**src/rtl/mem_pkg.sv**
```systemverilog
// Shared definitions for the load/store path: one-hot access sizes (also used by
// mode_decoder) and the memory access FSM state encoding.
package mem_pkg;

  localparam logic [2:0] MODE_B = 3'b001;
  localparam logic [2:0] MODE_H = 3'b010;
  localparam logic [2:0] MODE_W = 3'b100;

  typedef enum logic [2:0] {
    ST_IDLE,
    ST_REQ,
    ST_WAIT,
    ST_RESP,
    ST_ERR
  } state_t;

  function automatic logic mode_is_legal(input logic [2:0] mode);
    return (mode == MODE_B) || (mode == MODE_H) || (mode == MODE_W);
  endfunction

endpackage

```
**src/rtl/lane_align.sv**
```systemverilog
// Byte-lane steering for a 32-bit word port: store strobes and data replication,
// load extraction with sign/zero extension, and the misalignment check.
module lane_align
  import mem_pkg::*;
(
  input  logic [2:0]  i_mode,
  input  logic [1:0]  i_addr_lo,
  input  logic        i_unsigned,
  input  logic [31:0] i_wdata,
  input  logic [31:0] i_rdata,
  output logic [3:0]  o_wstrb,
  output logic [31:0] o_wdata,
  output logic [31:0] o_rdata,
  output logic        o_misaligned
);

  // Bring the addressed lane down to bit 0 so byte/half extraction is a fixed slice.
  logic [31:0] w_shifted;
  assign w_shifted = i_rdata >> {i_addr_lo, 3'b000};

  always_comb begin
    o_wstrb      = 4'b0000;
    o_wdata      = '0;
    o_rdata      = '0;
    o_misaligned = 1'b0;
    case (i_mode)
      MODE_B: begin
        o_wstrb = 4'b0001 << i_addr_lo;
        o_wdata = {4{i_wdata[7:0]}};
        o_rdata = {{24{w_shifted[7] & ~i_unsigned}}, w_shifted[7:0]};
      end
      MODE_H: begin
        o_wstrb      = 4'b0011 << i_addr_lo;
        o_wdata      = {2{i_wdata[15:0]}};
        o_rdata      = {{16{w_shifted[15] & ~i_unsigned}}, w_shifted[15:0]};
        o_misaligned = i_addr_lo[0];
      end
      MODE_W: begin
        o_wstrb      = 4'b1111;
        o_wdata      = i_wdata;
        o_rdata      = i_rdata;
        o_misaligned = |i_addr_lo;
      end
      default: begin
        o_wstrb = 4'b0000;
      end
    endcase
  end

endmodule

```
**src/rtl/mem_access_unit.sv**
```systemverilog
// Load/store unit: turns one CPU request into one word-aligned memory transaction
// and returns the extended load data (or an error) as a single-cycle response.
module mem_access_unit
  import mem_pkg::*;
#(
  parameter int AW = 32,
  parameter int DW = 32
) (
  input  logic          clk,
  input  logic          rst,
  input  logic          req_valid,
  output logic          req_ready,
  input  logic          req_we,
  input  logic [2:0]    req_mode,
  input  logic          req_unsigned,
  input  logic [AW-1:0] req_addr,
  input  logic [DW-1:0] req_wdata,
  output logic          resp_valid,
  output logic [DW-1:0] resp_rdata,
  output logic          resp_err,
  output logic          mem_valid,
  input  logic          mem_ready,
  output logic          mem_we,
  output logic [AW-1:0] mem_addr,
  output logic [3:0]    mem_wstrb,
  output logic [DW-1:0] mem_wdata,
  input  logic          mem_rvalid,
  input  logic [DW-1:0] mem_rdata
);

  state_t        r_state;
  logic [2:0]    r_mode;
  logic [1:0]    r_addr_lo;
  logic          r_unsigned;
  logic          r_req_ready;
  logic          r_resp_valid;
  logic          r_resp_err;
  logic [DW-1:0] r_resp_rdata;
  logic          r_mem_valid;
  logic          r_mem_we;
  logic [AW-1:0] r_mem_addr;
  logic [3:0]    r_mem_wstrb;
  logic [DW-1:0] r_mem_wdata;

  // One aligner serves both directions: live request fields while idle (to decide
  // strobes and errors at acceptance), latched fields afterwards (for load extraction).
  logic [2:0]    w_mode;
  logic [1:0]    w_addr_lo;
  logic [3:0]    w_wstrb;
  logic [DW-1:0] w_wdata;
  logic [DW-1:0] w_rdata_ext;
  logic          w_misaligned;
  logic          w_req_err;

  assign w_mode    = (r_state == ST_IDLE) ? req_mode : r_mode;
  assign w_addr_lo = (r_state == ST_IDLE) ? req_addr[1:0] : r_addr_lo;
  assign w_req_err = !mode_is_legal(req_mode) || w_misaligned;

  lane_align u_lane_align (
    .i_mode       (w_mode),
    .i_addr_lo    (w_addr_lo),
    .i_unsigned   (r_unsigned),
    .i_wdata      (req_wdata),
    .i_rdata      (mem_rdata),
    .o_wstrb      (w_wstrb),
    .o_wdata      (w_wdata),
    .o_rdata      (w_rdata_ext),
    .o_misaligned (w_misaligned)
  );

  always_ff @(posedge clk or posedge rst) begin
    if (rst) begin
      r_state      <= ST_IDLE;
      r_mode       <= 3'b000;
      r_addr_lo    <= 2'b00;
      r_unsigned   <= 1'b0;
      r_req_ready  <= 1'b1;
      r_resp_valid <= 1'b0;
      r_resp_err   <= 1'b0;
      r_resp_rdata <= '0;
      r_mem_valid  <= 1'b0;
      r_mem_we     <= 1'b0;
      r_mem_addr   <= '0;
      r_mem_wstrb  <= 4'b0000;
      r_mem_wdata  <= '0;
    end else begin
      case (r_state)
        ST_IDLE: begin
          if (req_valid) begin
            r_mode      <= req_mode;
            r_addr_lo   <= req_addr[1:0];
            r_unsigned  <= req_unsigned;
            r_req_ready <= 1'b0;
            if (w_req_err) begin
              r_state      <= ST_ERR;
              r_resp_valid <= 1'b1;
              r_resp_err   <= 1'b1;
              r_resp_rdata <= '0;
            end else begin
              r_state     <= ST_REQ;
              r_mem_valid <= 1'b1;
              r_mem_we    <= req_we;
              r_mem_addr  <= {req_addr[AW-1:2], 2'b00};
              r_mem_wstrb <= w_wstrb;
              r_mem_wdata <= w_wdata;
            end
          end
        end
        ST_REQ: begin
          if (mem_ready) begin
            r_mem_valid <= 1'b0;
            if (r_mem_we) begin
              r_state      <= ST_RESP;
              r_resp_valid <= 1'b1;
              r_resp_rdata <= '0;
            end else begin
              r_state <= ST_WAIT;
            end
          end
        end
        ST_WAIT: begin
          if (mem_rvalid) begin
            r_state      <= ST_RESP;
            r_resp_valid <= 1'b1;
            r_resp_rdata <= w_rdata_ext;
          end
        end
        ST_RESP: begin
          r_state      <= ST_IDLE;
          r_resp_valid <= 1'b0;
          r_req_ready  <= 1'b1;
        end
        ST_ERR: begin
          r_state      <= ST_IDLE;
          r_resp_valid <= 1'b0;
          r_resp_err   <= 1'b0;
          r_req_ready  <= 1'b1;
        end
        default: begin
          r_state      <= ST_IDLE;
          r_resp_valid <= 1'b0;
          r_resp_err   <= 1'b0;
          r_mem_valid  <= 1'b0;
          r_req_ready  <= 1'b1;
        end
      endcase
    end
  end

  assign req_ready  = r_req_ready;
  assign resp_valid = r_resp_valid;
  assign resp_err   = r_resp_err;
  assign resp_rdata = r_resp_rdata;
  assign mem_valid  = r_mem_valid;
  assign mem_we     = r_mem_we;
  assign mem_addr   = r_mem_addr;
  assign mem_wstrb  = r_mem_wstrb;
  assign mem_wdata  = r_mem_wdata;

endmodule

```
**config.mk**
```make
export PLATFORM = sky130hd
export DESIGN_NAME = mem_access_unit
export DESIGN_NICKNAME = d
export VERILOG_FILES = /design/src/rtl/mem_pkg.sv /design/src/rtl/lane_align.sv /design/src/rtl/mem_access_unit.sv
export SDC_FILE = /design/constraint.sdc
export NUM_CORES = 1
export LEC_CHECK = 0
export BUFFER_PORTS_ARGS = -buffer_cell sky130_fd_sc_hd__buf_2
export CAP_MARGIN = 40
export CORE_ASPECT_RATIO = 1.25
export CORE_MARGIN = 3
export CORE_UTILIZATION = 56
export CTS_BUF_LIST = sky130_fd_sc_hd__clkbuf_2
export DETAILED_ROUTE_END_ITERATION = 10
export PLACE_DENSITY_LB_ADDON = 0.2
export SLEW_MARGIN = 0
export SYNTH_ARGS = -nofsm -noshare
export SYNTH_HDL_FRONTEND = slang
export SYNTH_SLANG_ARGS = --single-unit
```
**constraint.sdc**
```tcl
create_clock -name clk -period 5.48 [get_ports clk]
set_input_delay 1.096 -clock clk [delete_from_list [all_inputs] [get_ports clk]]
set_output_delay 1.096 -clock clk [all_outputs]
set_load 0.05 [all_outputs]
```
# After elaboration in Yosys (flattened, before gate mapping)
# Cells that the tools add are included.
[totals]
in_bits = 106
wordCells = 88
reg_bits = 112
out_inout_bits = 105
[classes]
n_reduce_logical = 18
n_mux = 31
eq_ne = 16
n_bitwise = 7
n_shift = 3
[ops]
columns = ["operator", "count"]
rows = [
  ["$pmux 32 s3", 3],
  ["$mux 32", 5],
  ["$shr 32x5->16", 1],
  ["$mux 3", 5],
  ["$eq 3x2->1 const B", 4],
  ["$ne 2x2->1 const B", 6],
  ["$pmux 4 s3", 1],
  ["$mux 1", 10],
  ["$eq 3x1->1 const B", 3],
  ["$eq 3x3->1 const B", 3],
  ["$pmux 3 s3", 1],
  ["$reduce_and 3->1", 3],
  ["$pmux 1 s2", 3],
  ["$pmux 1 s3", 2],
  ["$reduce_and 6->1", 1],
  ["$reduce_or 3->1", 2],
  ["$not 1->1", 5],
  ["$reduce_and 5->1", 1],
  ["$reduce_and 2->1", 2],
  ["$reduce_and 4->1", 1],
  ["$reduce_or 2->1", 2],
  ["$shl 1x2->4 const A", 1],
  ["$shl 2x2->4 const A", 1],
  ["$logic_not 3->1", 1],
  ["other kinds (5)", 8],
]

# Logic depth before layout (Yosys ltp)
[logic_depth]
depth_word = 8
mapped_depth = 10
ltp_nobuf = 5

# Modules after synthesis
# A second synthesis with hierarchy kept.
[unflattened]
hier_cells = 598
hier_area_um2 = 6304.8
[by_module_without_submodules]
columns = ["mod", "seq_area_each_um2", "area_each_um2", "cells_per_inst", "n_inst"]
rows = [
  ["mem_access_unit", 2803.9, 5116.2, 424, 1],
  ["lane_align", 0.0, 1188.6, 174, 1],
]

# Worst setup path before layout
# OpenSTA, ideal clock, no wires.
[synth_timing]
path_kind = "input to register"
start = "input req_addr[1]"
end = "register r_resp_rdata[17] (netlist: resp_rdata[17])"
n_path_buf = 2
required_ns = 5.351
setup_slack_ns = 2.577
stages = 7
setup_ns = 0.129
arrival_time_ns = 2.774
path_cell_list = "buf_2 > or4b_2 > o211a_1 > o211a_1 > o2111ai_2 > buf_4 > nand3_1"
[synth_via]
elab_chain_len = 6
word_cells_on_any_way = 12
classes_between = "eq/ne: 1; shift: 1; mux: 5; bitwise: 2; reduce/logical: 3"
[synth_lines]
columns = ["item", "line_no", "text"]
rows = [
  ["from (decl)", "mem_access_unit.sv:16", "input logic [AW-1:0] req_addr,"],
  ["$mux 2 *", "mem_access_unit.sv:56", "assign w_addr_lo = (r_state == ST_IDLE) ? req_addr[1:0] : r_addr_lo;"],
  ["$shr 32x5->16 / $reduce_or 2->1 (equally long branches)", "lane_align.sv:19, lane_align.sv:42", ""],
  ["$and 1x1->1, or another cell as far along", "lane_align.sv:35", "o_rdata = {{16{w_shifted[15] & ~i_unsigned}}, w_shifted[15:0]};"],
  ["$pmux 32 s3 / $logic_or 1x1->1 (equally long branches)", "lane_align.sv:26, mem_access_unit.sv:57", ""],
  ["$mux 32 / $ne 2x2->1 (equally long branches)", "--", ""],
  ["$pmux 32 s3 / $reduce_and 6->1 (equally long branches)", "--", ""],
  ["to (signal assigned)", "mem_access_unit.sv:125", "r_resp_rdata <= w_rdata_ext;"],
  ["to (decl)", "mem_access_unit.sv:38", "logic [DW-1:0] r_resp_rdata;"],
]
# Every way passes the cells marked *; elsewhere a longest branch is shown, timed or not. The select of a mux whose other input is x is not followed.
# A chain may end at the register's enable or synchronous reset.

# Final worst setup path
[layout_timing]
start = "register r_state[2]"
end = "register r_mem_addr[5] (netlist: mem_addr[5])"
[layout_via]
elab_chain_len = 7
word_cells_on_any_way = 10
classes_between = "eq/ne: 2; mux: 3; bitwise: 1; reduce/logical: 4"
[layout_lines]
columns = ["item", "line_no", "text"]
rows = [
  ["from (decl)", "mem_access_unit.sv:31", "state_t r_state;"],
  ["from (signal assigned)", "mem_access_unit.sv:73", "r_state <= ST_IDLE;"],
  ["from (signal assigned)", "mem_access_unit.sv:95", "r_state <= ST_ERR;"],
  ["from (signal assigned)", "mem_access_unit.sv:100", "r_state <= ST_REQ;"],
  ["$logic_not 3->1 *", "mem_access_unit.sv:55, mem_access_unit.sv:56, mem_access_unit.sv:87", ""],
  ["$mux 3 / $mux 2 (equally long branches)", "mem_access_unit.sv:55, mem_access_unit.sv:56", ""],
  ["$eq 3x3->1, or another cell as far along", "lane_align.sv:26", "case (i_mode)"],
  ["$pmux 1 s2", "lane_align.sv:26", ""],
  ["$logic_or 1x1->1", "mem_access_unit.sv:57", "assign w_req_err = !mode_is_legal(req_mode) || w_misaligned;"],
  ["$not 1->1 (no source line)", "--", ""],
  ["$reduce_and 3->1 (no source line) *", "--", ""],
  ["to (signal assigned)", "mem_access_unit.sv:103", "r_mem_addr <= {req_addr[AW-1:2], 2'b00};"],
  ["to (decl)", "mem_access_unit.sv:41", "logic [AW-1:0] r_mem_addr;"],
]
# Every way passes the cells marked *; elsewhere a longest branch is shown, timed or not.

==> summary.md <==
| Metric | Value |
|---|---|
| DRT Wirelength | `16.47 mm` |
| Grt total ovfl | `0` |
| Ratio of cells with drive above 1 in the final layout | `0.4190` |
| Vias per cell | `5.946` |
| Slowest CP cell | `dfrtp_1` |
| Nets@finish | `838` |
| Top FF cell, synth | `dfrtp_1` |
| Die height | `122.3 µm` |
| CTS Hold Bufs | `0` |
| Yosys top cell area share | `0.4587` |
| Setup repair bufs after CTS | `0` |
| Status | `finished, final reports clean` |
| Period minus WS final | `3.100 ns` |
| MaxCap Viol Count | `0` |
| Worst-path maximum fanout | `41` |
| Post-synth top area cell | `dfrtp_1` |
| CP arrival | `3.65 ns` |
| Slew HR | `0.3972` |
| Peak supply drop | `0.0002940 V` |
| Die area | `12,110 µm²` |
| Synth cell count leaders | `dfrtp_1 (111), nand2_1 (49), a22oi_1 (42)` |
| Fin crit share | `0.5657` |
| FF+latch count, synth | `112` |
| DRT Pass-1 Iters | `7` |
| Setup TNS | `0 ns` |
| Overall power | `0.004656 W` |
| Skew-Pair Late Insertion Delay | `0.64 ns` |
| Final hold violation count | `0` |
| Register area share after synthesis | `0.4630` |
| Least-Margin Pin Slew | `0.8790 ns` |
| Fill cell count | `760` |
| PD cells | `648.4 nW/µm²` |
| Cell Chain, Critical Path | `nor4b_4, nor2_4, o32ai_2, a211o_4, buf_16, mux2_2` |
| Io pins | `211` |
| Critical Path End Type | `flip-flop` |
| Clock tree buffer depth | `2` |
| Via count | `5,143` |
| Initial antenna violation count | `1` |
| Hold WC Path Type | `input pin to asynchronous set/reset pin` |
| Avg Cell Area, Syn | `11.05 µm²` |
| Largest net degree at the start of global routing | `42` |
| CP bufs+invs | `1` |
| Initial Util | `0.5873` |
| DR iter-0 viols | `317` |
| CTS resizes | `0` |
| Final Skew | `0.02127 ns` |
| Mapped Cells | `548` |
| Die width | `99.01 µm` |
| Largest delay share family, worst path | `compound AO/OA/AOI/OAI gates` |
| Layout area overhead | `18.57%` |
| Synth top area cells | `dfrtp_1 (46%), mux2_4 (6.9%), mux2_2 (6.0%), a22oi_1 (5.2%), mux2i_1 (5.0%)` |
| Number of global-route vias before repair | `5,121` |
| WP data required | `6.03 ns` |
| Rows | `41` |
| GP Congestion | `0.8886` |
| FMAX | `0.3226 GHz` |
| CTS sink cnt | `112` |
| TritonCTS Buffers | `9` |
| # H-tree levels | `3` |
| Port Buffers | `208` |
| RSZ-0062 raised after global routing | `no` |
| Leakage | `3.787 nW` |
| Top-count cell post-synth | `dfrtp_1` |
| Tot GR Track Use | `0.2727` |
| Netlist cell types | `65` |
| Max Transition Viols Final | `0` |
| Worst-path clk slew | `0.29 ns` |
| Mapped Area | `6056 µm²` |
| Remaining DRCs | `0` |
| Fraction of registers with async set/reset | `1.000` |
| Routed WL per cell | `19.04 µm` |
| Slowest stage delay, CP | `0.65 ns` |
| WS Path Type | `flip-flop to flip-flop` |
| EDFF count, synth | `0` |
| First-pass GRT wire length | `26.07 mm` |
| Root Driver | `clkbuf_2` |
| Core region area | `10,310 µm²` |
| Startpoint Class | `flip-flop` |
| TritonCTS clock tree | `done` |
| Number of routed nets with antenna violations | `0` |
| Dpl hpwl | `12.61 mm` |
| Final setup viols | `0` |
| Syn. warnings | `0` |
## stage by stage
stage / cells / area [µm²] / util / hold slack [ns] / setup WS (ns)
after detailed placement: 850 / 7072 / 0.6858 / 0.4652 / 1.824
final: 865 / 7181 / 0.6964 / 0.4240 / 2.380
after CTS: 864 / 7178 / 0.6962 / 0.4317 / 2.384
after global routing: 865 / 7181 / 0.6964 / 0.3961 / 2.190
after floorplan: 549 / 6060 / - / 0.4794 / 1.427
after global placement: 847 / 7017 / 0.6805 / 0.4572 / 1.815
## worst paths after layout
path,endpoint,start,slack [ns],cells past startpoint
setup / recovery,mem_addr[5]$_DFFE_PP0P_,r_state[2]$_DFFE_PP0P_,2.38,6
hold / removal,mem_addr[18]$_DFFE_PP0P_,rst,0.42,2
setup reg to reg,mem_addr[5]$_DFFE_PP0P_,r_state[2]$_DFFE_PP0P_,2.38,6
hold reg to reg,resp_rdata[0]$_DFFE_PP0P_,resp_rdata[0]$_DFFE_PP0P_,0.52,2
max in group asynchronous,mem_addr[21]$_DFFE_PP0P_,rst,3.91,4
min in group clk,resp_rdata[0]$_DFFE_PP0P_,resp_rdata[0]$_DFFE_PP0P_,0.52,2
## kinds of logic (layout without fill, tap and decap cells)
logic type | count (synthesis) | in the layout | share of synthesized area
muxes | 95 | 95 | 0.1878
other | 1 | 3 | 0.0006192
AOI/OAI and AO/OA | 143 | 143 | 0.1684
xor gates and xnor gates | 4 | 4 | 0.005786
DFF | 112 | 112 | 0.4630
buffers and inverters | 63 | 249 | 0.05847
and+or+nand+nor | 130 | 130 | 0.1159
## placed cells by master (no fill, tap or decap), types with 5 or more instances in the layout
cell / synthesis / routed
a22oi_1: 42 / 42
nor2_1: 12 / 12
buf_2: 13 / 208
nand2_1: 49 / 49
mux2i_1: 30 / 30
a21oi_1: 17 / 17
clkbuf_2: 0 / 10
a221oi_1: 7 / 7
mux2_1: 5 / 5
mux2_4: 28 / 28
nand2b_1: 9 / 9
mux2_2: 32 / 32
nor2b_1: 9 / 9
nor3b_1: 5 / 5
o21ai_0: 37 / 37
inv_1: 22 / 21
a222oi_1: 6 / 6
dfrtp_1: 111 / 111
nand3_1: 26 / 26
## cell type report
cell class	instances	area, µm²	share of cell area
antenna	1	2.502	0.0003485
clock buffer	10	50.05	0.006970
clock inverter	4	56.30	0.007841
inverter	22	85.08	0.01185
multi-input combinational	374	2910	0.4053
sequential	112	2804	0.3905
tap	129	161.4	0.02248
timing repair buffer	213	1111	0.1547
## per-layer routing
| layer | global-route usage | part of all wire | vias up |
|---|---|---|---|
| met5 | 0 | 0 | - |
| met4 | 0.09991 | 0.021 | 0 |
| met3 | 0.06140 | 0.085 | 24 |
| met2 | 0.4731 | 0.51 | 242 |
| met1 | 0.3330 | 0.38 | 2497 |
| li1 | - | - | 2380 |
## flip-flops by register name, indices dropped and copies added, names as in the netlist
signal	flops
mem_wdata	32
resp_rdata	32
mem_addr	30
mem_wstrb	4
r_mode	3
r_state	3
r_addr_lo	2
mem_valid	1
mem_we	1
r_unsigned	1
req_ready	1
resp_err	1
resp_valid	1
## where the power goes
group	total (W)	leakage (nW)	internal (W)	switching (W)
combinational	0.00286	2.28	0.000879	0.00198
sequential	0.00141	1.44	0.00115	0.000255
clock	0.000383	0.0620	0.000105	0.000278
total	0.00466	3.79	0.00214	0.00252
(Power assumes the default switching activity.)
